<file path="config.mk">
export PLATFORM = sky130hd
export DESIGN_NAME = limit_datapath
export DESIGN_NICKNAME = d
export VERILOG_FILES = /design/src/rtl/limit_datapath.sv
export SDC_FILE = /design/constraint.sdc
export NUM_CORES = 1
export LEC_CHECK = 0
export CORE_MARGIN = 10
export CORE_UTILIZATION = 25
export CTS_BUF_LIST = sky130_fd_sc_hd__clkbuf_2
export DETAILED_ROUTE_END_ITERATION = 6
export DONT_BUFFER_PORTS = 1
export GPL_TIMING_DRIVEN = 0
export PLACE_DENSITY = 0.38
export RECOVER_POWER = 25
export SYNTH_ARGS = -nofsm -noshare
export SYNTH_HDL_FRONTEND = slang
export SYNTH_SLANG_ARGS = --single-unit
export TNS_END_PERCENT = 50
</file>
<file path="constraint.sdc">
create_clock -name mclk -period 3.18 [get_ports mclk]
set_clock_uncertainty 0.1 [all_clocks]
set_input_delay 0.636 -clock mclk [delete_from_list [all_inputs] [get_ports mclk]]
set_output_delay 0.636 -clock mclk [all_outputs]
set_load 0.02 [all_outputs]
</file>
<file path="src/rtl/limit_datapath.sv">
// Counted, saturating sample accumulator that raises limit when the target count is reached.
// Optional sample-accept prescaler enabled by defining LIMIT_DP_PRESCALE_EN.
module limit_datapath #(
    parameter int unsigned DATA_W   = 8,
    parameter int unsigned ACC_W    = 12,
    parameter int unsigned PRESCALE = 4
) (
    input  logic              mclk,
    input  logic              reset,
    input  logic              sreset,
    input  logic              run,
    input  logic [7:0]        limit_val,
    input  logic [DATA_W-1:0] din,
    input  logic              din_valid,
    output logic              limit,
    output logic [7:0]        count,
    output logic [ACC_W-1:0]  acc,
    output logic              overflow,
    output logic [ACC_W-1:0]  result
);

    localparam int unsigned CNT_W = 8;
    localparam int unsigned SUM_W = ACC_W + 1;
    localparam logic [ACC_W-1:0] ACC_MAX = '1;

    logic [CNT_W-1:0] lim_q;
    logic             tick_c;
    logic             active_c;
    logic             accept_c;
    logic             sat_c;
    logic             hit_c;
    logic [SUM_W-1:0] sum_c;
    logic [ACC_W-1:0] acc_next_c;
    logic [CNT_W-1:0] count_next_c;

    // Eligibility, saturating sum and target detection for the current edge
    always_comb begin
        active_c     = !sreset && run && !limit;
        accept_c     = active_c && (lim_q != '0) && din_valid && tick_c;
        sum_c        = SUM_W'(acc) + SUM_W'(din);
        sat_c        = sum_c[SUM_W-1];
        acc_next_c   = sat_c ? ACC_MAX : sum_c[ACC_W-1:0];
        count_next_c = count + CNT_W'(1);
        hit_c        = (count_next_c == lim_q);
    end

`ifdef LIMIT_DP_PRESCALE_EN
    localparam int unsigned PS_W = 8;
    logic [PS_W-1:0] ps_cnt;

    assign tick_c = (ps_cnt == PS_W'(PRESCALE - 1));

    // Modulo-PRESCALE counter advancing only on active run cycles
    always_ff @(posedge mclk) begin
        if (reset || sreset) begin
            ps_cnt <= '0;
        end else if (active_c) begin
            ps_cnt <= tick_c ? '0 : ps_cnt + PS_W'(1);
        end
    end
`else
    logic unused_prescale;
    assign tick_c          = 1'b1;
    assign unused_prescale = ^32'(PRESCALE);
`endif

    // Accumulator, count, flags and result; reset beats sreset beats acceptance
    always_ff @(posedge mclk) begin
        if (reset) begin
            lim_q    <= '0;
            count    <= '0;
            acc      <= '0;
            overflow <= 1'b0;
            limit    <= 1'b0;
            result   <= '0;
        end else if (sreset) begin
            lim_q    <= limit_val;
            count    <= '0;
            acc      <= '0;
            overflow <= 1'b0;
            limit    <= 1'b0;
        end else if (active_c && (lim_q == '0)) begin
            // Zero target completes immediately without consuming a sample
            limit  <= 1'b1;
            result <= acc;
        end else if (accept_c) begin
            count    <= count_next_c;
            acc      <= acc_next_c;
            overflow <= overflow | sat_c;
            if (hit_c) begin
                limit  <= 1'b1;
                result <= acc_next_c;
            end
        end
    end

endmodule

</file>
Word level (Yosys, flattened, before mapping)
Index checks and enable logic that the tools add are counted.
Word-level totals
  word-level logic and storage cells: 34
  register bits: 42
  output and inout port bits: 34
  input bits: 21
Operators by class
  bitwise operators: 3
  multiplexer cells: 7
  reductions and logical operators: 15
  $add $sub $neg: 2
  eq/ne operators: 1
Operators by type and width (count)
  $mux 12: 4
  $add 12x8->13: 1
  $add 8x1->8 const B: 1
  $eq 8x8->1: 1
  $logic_not 8->1: 1
  $reduce_bool 8->1: 1
  $logic_and 1x1->1: 5
  $reduce_and 2->1: 2
  $reduce_bool 2->1: 2
  $mux 1: 3
  $reduce_and 3->1: 1
  $logic_not 1->1: 2
  $not 1->1: 2
  $reduce_or 2->1: 1
  $or 1x1->1: 1

Longest topological paths before layout
Gate-level depths: netlist of run 1.
  depth in word-level cells: 7
  mapped depth: 9
  gate-level depth less buffers: 8

Least setup slack after synthesis of run 1
OpenSTA, ideal clock, no wires.
  kind: input to register
  start: input din[0]
  end: register result[2]
  required time: 2.959 ns
  stages: 9
  buffers on the path: 1
  setup time: 0.121 ns
  arrival time: 2.697 ns
  setup slack: 0.262 ns
  path through: ha_1 -> fa_1 -> a21o_1 -> a221oi_1 -> a211oi_1 -> clkbuf_1 -> nor2_1 -> a211oi_1 -> mux2_4
Between the ends
  longest elaborated chain between the ends: 5
Ends and longest elaborated chain
  start: declaration: RTL line 13  | input logic [DATA_W-1:0] din,
  $add 12x8->13: RTL line 40  | sum_c = SUM_W'(acc) + SUM_W'(din);
  $mux 12: RTL line 42  | acc_next_c = sat_c ? ACC_MAX : sum_c[ACC_W-1:0];
  $mux 12: RTL line 90  | if (hit_c) begin
  $mux 12: RTL line 86  | end else if (accept_c) begin
  $mux 12: RTL line 82  | end else if (active_c && (lim_q == '0)) begin
  end signal: assignment: RTL line 92  | result <= acc_next_c;
  end: declaration: RTL line 19  | output logic [ACC_W-1:0] result
Every way passes these cells. The select of a mux whose other input is x is not followed.
A chain may end at the register's enable or synchronous reset.

Worst setup path in the final report of run 1
  start: register acc[0]
  end: register result[2]
Between the ends
  longest elaborated chain between the ends: 5
Ends and longest elaborated chain
  start: declaration: RTL line 17  | output logic [ACC_W-1:0] acc,
  start signal: assignment: RTL line 88  | acc <= acc_next_c;
  $add 12x8->13: RTL line 40
  $mux 12: RTL line 42
  $mux 12: RTL line 90
  $mux 12: RTL line 86
  $mux 12: RTL line 82
Every way passes these cells. The select of a mux whose other input is x is not followed.

==> results.py, run 1 <==
metrics = {
    "setup_path": {
        "worstPathRequired_ns": 3.43,
        "critPathMaxFanout": 10,
        "reg2reg_to": "result[2]$_SDFFE_PP0P_",
        "critPathArrivalTime_ns": 3.19,
        "start_kind": "flip-flop",
        "r2r_cells": 9,
        "r2r_slack_ns": 0.25,
        "setup.worst_path.end": "result[2]$_SDFFE_PP0P_",
        "worstReg2RegStart": "acc[0]$_SDFFE_PP0P_",
        "crit_start": "acc[0]$_SDFFE_PP0P_",
        "critPathKind": "reg -> reg",
        "end_kind": "flip-flop",
    },
    "yosys": {
        "ys_warn_count": 0,
        "synth-async-reset-ratio": 0,
        "synth_edf_count": 0,
        "yosys-top-cells-count": "47 x nor2_1, 42 x dfxtp_1, 16 x mux2i_1, 15 x clkbuf_1",
        "synthTopCellsByArea": "dfxtp_1 33%, nor2_1 7.0%, mux2i_1 6.4%, xor2_1 4.5%, ha_1 4.5%",
        "syn_area_per_cell_um2": 8.66,
        "yosys.area.top_type": "dfxtp_1",
        "ys_ff_latch": 42,
        "yosysUniqueCellTypes": 55,
        "postSynthNetCount": 322,
        "yosysSeqAreaShare": 0.334,
        "yosysMostFrequentCell": "nor2_1",
        "syn_area_mm2": 0.00252,
        "syn_inst": 291,
        "synth_ff_type": "dfxtp_1",
        "netlist.area_leader.share": 0.334,
    },
    "cells_and_area": {
        "finalNetCount": 329,
        "n_fill_cell": 1087,
        "final-instance-count-excl-fill": 431,
        "syn_to_final_growth_pct": 8.29,
        "diodes": 0,
        "drive_above_1_share": 0.0839,
    },
    "global_route": {
        "grt_pass1_wl_um": 11700,
        "antenna_found_initial": 0,
        "grt.busiest_layer": "met2",
        "grtUsageMet3": 0.0330,
        "overflow": 0,
        "grt.total_usage": 0.102,
        "grtUsageMet2": 0.153,
        "grt_use_met1": 0.138,
        "grt_max_degree": 13,
        "grt_pass1_vias": 1989,
    },
    "floorplan": {
        "rows": 36,
        "fp.dieW_um": 120,
        "dieArea_mm2": 0.0145,
        "floorplan.initialDensity": 0.258,
        "pin_count": 55,
        "die_y_um": 120,
        "core_region_area_mm2": 0.00977,
    },
    "hold_path": {
        "worstHoldPathType": "in -> reg",
    },
    "route": {
        "detailroute.via_count": 2074,
        "viasPerCell": 4.81,
        "antenna_left": 0,
        "drc": 0,
        "drt-total-wl_um": 7560,
        "drt-pass1-iter-count": 4,
        "wl_per_cell_um": 17.5,
        "first_iter_violations": 120,
    },
    "sta": {
        "fin_crit_ns": 2.93,
        "max-slew-margin-rel": 0.528,
        "setup_viol": 0,
        "fmax_mhz": 341,
        "min_period_over_period": 0.922,
        "report.final.slew_viol_count": 0,
        "rsz0062_at_grt": "false",
        "final.setup.worst_slack_ns": 0.248,
        "finalHoldViolCount": 0,
        "tightest_slew_ns": 0.702,
    },
    "power_and_ir_drop": {
        "p_sw_frac": 0.312,
        "p_switching_mw": 0.292,
        "clock_power_share": 0.249,
        "internal_power_mw": 0.642,
        "p_seq_frac": 0.604,
        "leakagePower_nw": 1.09,
        "p_total_mw": 0.934,
        "peakVddDrop_v": 0.000164,
        "powerDensity_mw_per_mm2": 342,
        "comb_power_share": 0.147,
    },
    "clock_network": {
        "cts_hold_buf": 0,
        "cts_buffer_depth": 2,
        "clock-root-buffer": "clkbuf_2",
        "cts_tree": "built",
        "cts_sinks": 42,
        "numCtsBuffers": 5,
        "clkTransAtPathRegs_ns": 0.24,
        "clkLatencyLatePin_ns": 0.42,
        "postCtsSetupBuffers": 0,
        "htreeDepth": 2,
    },
    "placed_design": {
        "place_congestion": 0.714,
        "dpl.hpwl_um": 5810,
        "port_buffers": 0,
        "place_inst": 424,
        "preCtsSetupSlack_ns": -0.269,
    },
    "flow_run": {
        "max_cap_violations": 0,
    },
    "outcome": {
        "status": "finished, final reports clean",
    },
}
## final cells by class
cell class | instances | area, um^2 | area share
buffer | 19 | 82.6 | 0.0303
clock buffer | 5 | 25.0 | 0.00917
clock inverter | 2 | 10.0 | 0.00367
inverter | 7 | 26.3 | 0.00963
multi-input combinational | 223 | 1580 | 0.578
sequential | 42 | 841 | 0.308
tap | 133 | 166 | 0.0610
## sequential cells by signal, summed over array words and instances, names as in the netlist
signal and flops:
acc 12, count 8, lim_q 8, limit 1, overflow 1, result 12
## repair_timing
item / in CTS / in global routing
cloned: 0 / 0
gates resized for setup: 1 / 2
endpoints found under the setup margin: 3 / 4
## cells in the final DEF, fill, tap and decap left out, drive strengths merged, types with 4 or more instances in the layout
cell type	n
a211oi	15
a21o	4
a21oi	14
buf	4
clkbuf	20
dfxtp	42
ha	9
inv	7
mux2	4
mux2i	16
nand2	14
nand3	11
nand4	7
nor2	47
nor2b	7
xnor2	9
xor2	13
## critical path, stage by stage, from the launching register on
cell and delay, ns:
dfxtp_1 0.46, ha_1 0.28, fa_1 0.41, a21o_1 0.23, a221oi_2 0.38, a211oi_1 0.17, clkbuf_2 0.24, nor2_1 0.20
a211oi_1 0.11, mux2_4 0.29
## power by group through the flow
stage	logic, mW	registers (mW)	clock network, mW
6_report	0.137	0.564	0.233
3_3_place_gp	0.138	0.575	0
4_1_cts	0.140	0.565	0.248
3_5_place_dp	0.139	0.575	0
5_1_grt	0.156	0.567	0.267
2_1_floorplan	0.110	0.568	0
## per-layer routing
layer	up-vias	part of all wire
met5	-	0
met4	0	0.0093
met3	8	0.068
met2	40	0.43
met1	966	0.50
li1	1060	-
## logic make-up after synthesis
family	share of synthesized area
simple gates	0.226
buf+inv	0.0427
xor+xnor	0.0765
fa+ha+maj	0.0526
mux	0.0874
compound gates	0.181
flops	0.334
## per-stage QoR
stage | hold slack (ns) | area (um^2) | util | setup TNS, ns
global placement | 0.441 | 2690 | 0.275 | -1.41
detailed placement | 0.442 | 2690 | 0.275 | -1.15
global route | 0.210 | 2730 | 0.279 | 0
floorplan | 0.399 | 2520 | - | 0
CTS | 0.228 | 2730 | 0.279 | 0
finish | 0.241 | 2730 | 0.279 | 0
## worst min path at each step
stage	to	cells after the start	from
after floorplan	lim_q[6]$_SDFFE_PP0P_	2	lim_q[6]$_SDFFE_PP0P_
after global placement	lim_q[5]$_SDFFE_PP0P_	2	lim_q[5]$_SDFFE_PP0P_
after detailed placement	lim_q[3]$_SDFFE_PP0P_	2	lim_q[3]$_SDFFE_PP0P_
after CTS	lim_q[4]$_SDFFE_PP0P_	2	limit_val[4]
after global routing	lim_q[6]$_SDFFE_PP0P_	2	limit_val[6]
final	lim_q[4]$_SDFFE_PP0P_	2	limit_val[4]
Note: power is estimated with default switching activity, not from simulation.
==> run 2, diff against run 1 <==
CTS_CLUSTER_DIAMETER = 200   (was default)
==> results of run 2 <==
The final DEF is identical to that of run 1; final timing and power are the same.
==> run 3, diff against run 2 <==
clock period = 3.26 ns   (was 3.18 ns; I/O delays follow)
==> run 3 against run 2 <==
Net effect: clock-buffer cell count stayed put; fmax shrank 2.2%; power is 2.6% lower; combinational power barely moved; via count decreased by 0.14%; critical endpoint unchanged; largest power group unchanged.
==> results.py, run 3 (synthesized netlist as in run 1, its figures left out) <==
metrics = {
    "setup_path": {
        "cpMostUsedCell": "a211oi_1",
        "start_kind": "flip-flop",
        "critPathMaxFanout": 10,
        "end_kind": "flip-flop",
        "critPathKind": "reg -> reg",
        "critPathArrivalTime_ns": 3.25,
        "path_cells": "ha_1, fa_1, a21o_1, a221oi_2, a211oi_1, clkbuf_1, nor2_1, a211oi_1, mux2_4",
        "critical_path.max_stage_delay_ns": 0.46,
        "cp_slowest_cell": "dfxtp_1",
        "worstPathRequired_ns": 3.51,
    },
    "global_route": {
        "grt.total_usage": 0.102,
        "overflow": 0,
        "grt_pass1_wl_um": 11700,
        "grt_max_degree": 13,
        "grt_pass1_vias": 1989,
        "antenna_found_initial": 0,
    },
    "sta": {
        "setup_viol": 0,
        "fmax_mhz": 334,
        "hold_ws_ns": 0.256,
        "report.final.slew_viol_count": 0,
        "finalHoldViolCount": 0,
        "max-slew-margin-rel": 0.528,
        "min_period_over_period": 0.920,
        "fin_crit_ns": 3.00,
        "rsz0062_at_grt": "false",
        "tightest_slew_ns": 0.702,
    },
    "power_and_ir_drop": {
        "internal_power_mw": 0.626,
        "peakVddDrop_v": 0.000160,
        "comb_power_share": 0.147,
        "powerDensity_mw_per_mm2": 334,
        "p_sw_frac": 0.312,
        "p_seq_frac": 0.604,
        "clock_power_share": 0.249,
        "leakagePower_nw": 1.08,
        "p_switching_mw": 0.283,
    },
    "route": {
        "drt-pass1-iter-count": 4,
        "detailroute.via_count": 2071,
        "wl_per_cell_um": 17.5,
        "antenna_left": 0,
        "drt-total-wl_um": 7550,
        "first_iter_violations": 120,
        "drc": 0,
        "viasPerCell": 4.81,
    },
    "floorplan": {
        "pin_count": 55,
        "rows": 36,
        "fp.dieW_um": 120,
        "dieArea_mm2": 0.0145,
        "floorplan.initialDensity": 0.258,
        "die_y_um": 120,
        "core_region_area_mm2": 0.00977,
    },
    "clock_network": {
        "postCtsSetupBuffers": 0,
        "htreeDepth": 2,
        "cts_tree": "built",
        "clock-root-buffer": "clkbuf_2",
        "cts_sinks": 42,
        "clkLatencyLatePin_ns": 0.42,
        "clkTransAtPathRegs_ns": 0.23,
        "cts_buffer_depth": 2,
        "numCtsBuffers": 5,
    },
    "hold_path": {
        "worstHoldPathType": "in -> reg",
    },
    "cells_and_area": {
        "drive_above_1_share": 0.0805,
        "syn_to_final_growth_pct": 8.24,
        "final_cell_mix": "47 x nor2_1, 42 x dfxtp_1, 16 x mux2i_1",
        "final-instance-count-excl-fill": 431,
        "reg_top3": "acc (12), result (12)",
        "multi_input_area_mm2": 0.00158,
        "final_common_cell": "nor2_1",
        "n_fill_cell": 1084,
        "finalNetCount": 329,
        "register_area_um2": 841,
        "diodes": 0,
    },
    "placed_design": {
        "port_buffers": 0,
        "place_inst": 424,
        "dpl.hpwl_um": 5810,
        "place_congestion": 0.714,
    },
    "outcome": {
        "status": "finished, final reports clean",
    },
    "flow_run": {
        "max_cap_violations": 0,
    },
}
-- run 3: cell counts in the layout (fill, tap and decap cells not counted) --
Identical to the previous run, type by type.
-- run 3: worst max-delay path: cells and delay by family (launching register included) --
family / cells / cell delay [ns]
compound gates: 4 / 0.88
fa+ha+maj: 2 / 0.69
mux: 1 / 0.29
flops: 1 / 0.46
buf+inv: 1 / 0.29
simple gates: 1 / 0.22
-- run 3: power groups by stage --
stage | clock network, mW | logic (mW) | registers (mW)
after detailed placement | 0 | 0.136 | 0.561
after global routing | 0.261 | 0.152 | 0.553
final | 0.226 | 0.134 | 0.550
after CTS | 0.242 | 0.137 | 0.551
after floorplan | 0 | 0.107 | 0.554
after global placement | 0 | 0.135 | 0.560
-- run 3: cell type report --
class | count | area share
clock inverters | 2 | 0.00367
well taps | 133 | 0.0610
inverters | 7 | 0.00963
multi-input cells | 223 | 0.578
flip-flops and latches | 42 | 0.308
clock buffers | 5 | 0.00917
plain buffers | 19 | 0.0298
-- run 3: per-stage QoR --
stage          total power [mW]  utilization  TNS [ns]  cell area [um^2]  setup slack [ns]
2_1_floorplan             0.661            -         0              2520             0.326
3_3_place_gp              0.695        0.275    -0.867              2690            -0.231
3_5_place_dp              0.696        0.275    -0.693              2690            -0.205
4_1_cts                   0.929        0.279         0              2730             0.195
5_1_grt                   0.966        0.279         0              2730            0.0127
6_report                  0.910        0.279         0              2730             0.262
-- run 3: repair_timing --
item,4_1_cts,5_1_grt
endpoints found under the setup margin,1,0
resized for setup,1,0
hold buffers,0,0
-- run 3: per-layer routing --
metal  vias to the layer above  GRT usage  wire length, um
met2                        40      0.153             3250
met3                         8     0.0330              502
met1                       963      0.138             3730
li1                       1060          -                -
met4                         0     0.0249               70
met5                         -          0                0
-- run 3: final timing paths --
check                                           start                      to  slack, ns  cells after the start
worst max-delay path              acc[0]$_SDFFE_PP0P_  result[2]$_SDFFE_PP0P_       0.26                      9
worst min-delay path                     limit_val[4]   lim_q[4]$_SDFFE_PP0P_       0.26                      2
worst max register to register    acc[0]$_SDFFE_PP0P_  result[2]$_SDFFE_PP0P_       0.26                      9
worst min register to register  lim_q[4]$_SDFFE_PP0P_   lim_q[4]$_SDFFE_PP0P_       0.47                      2
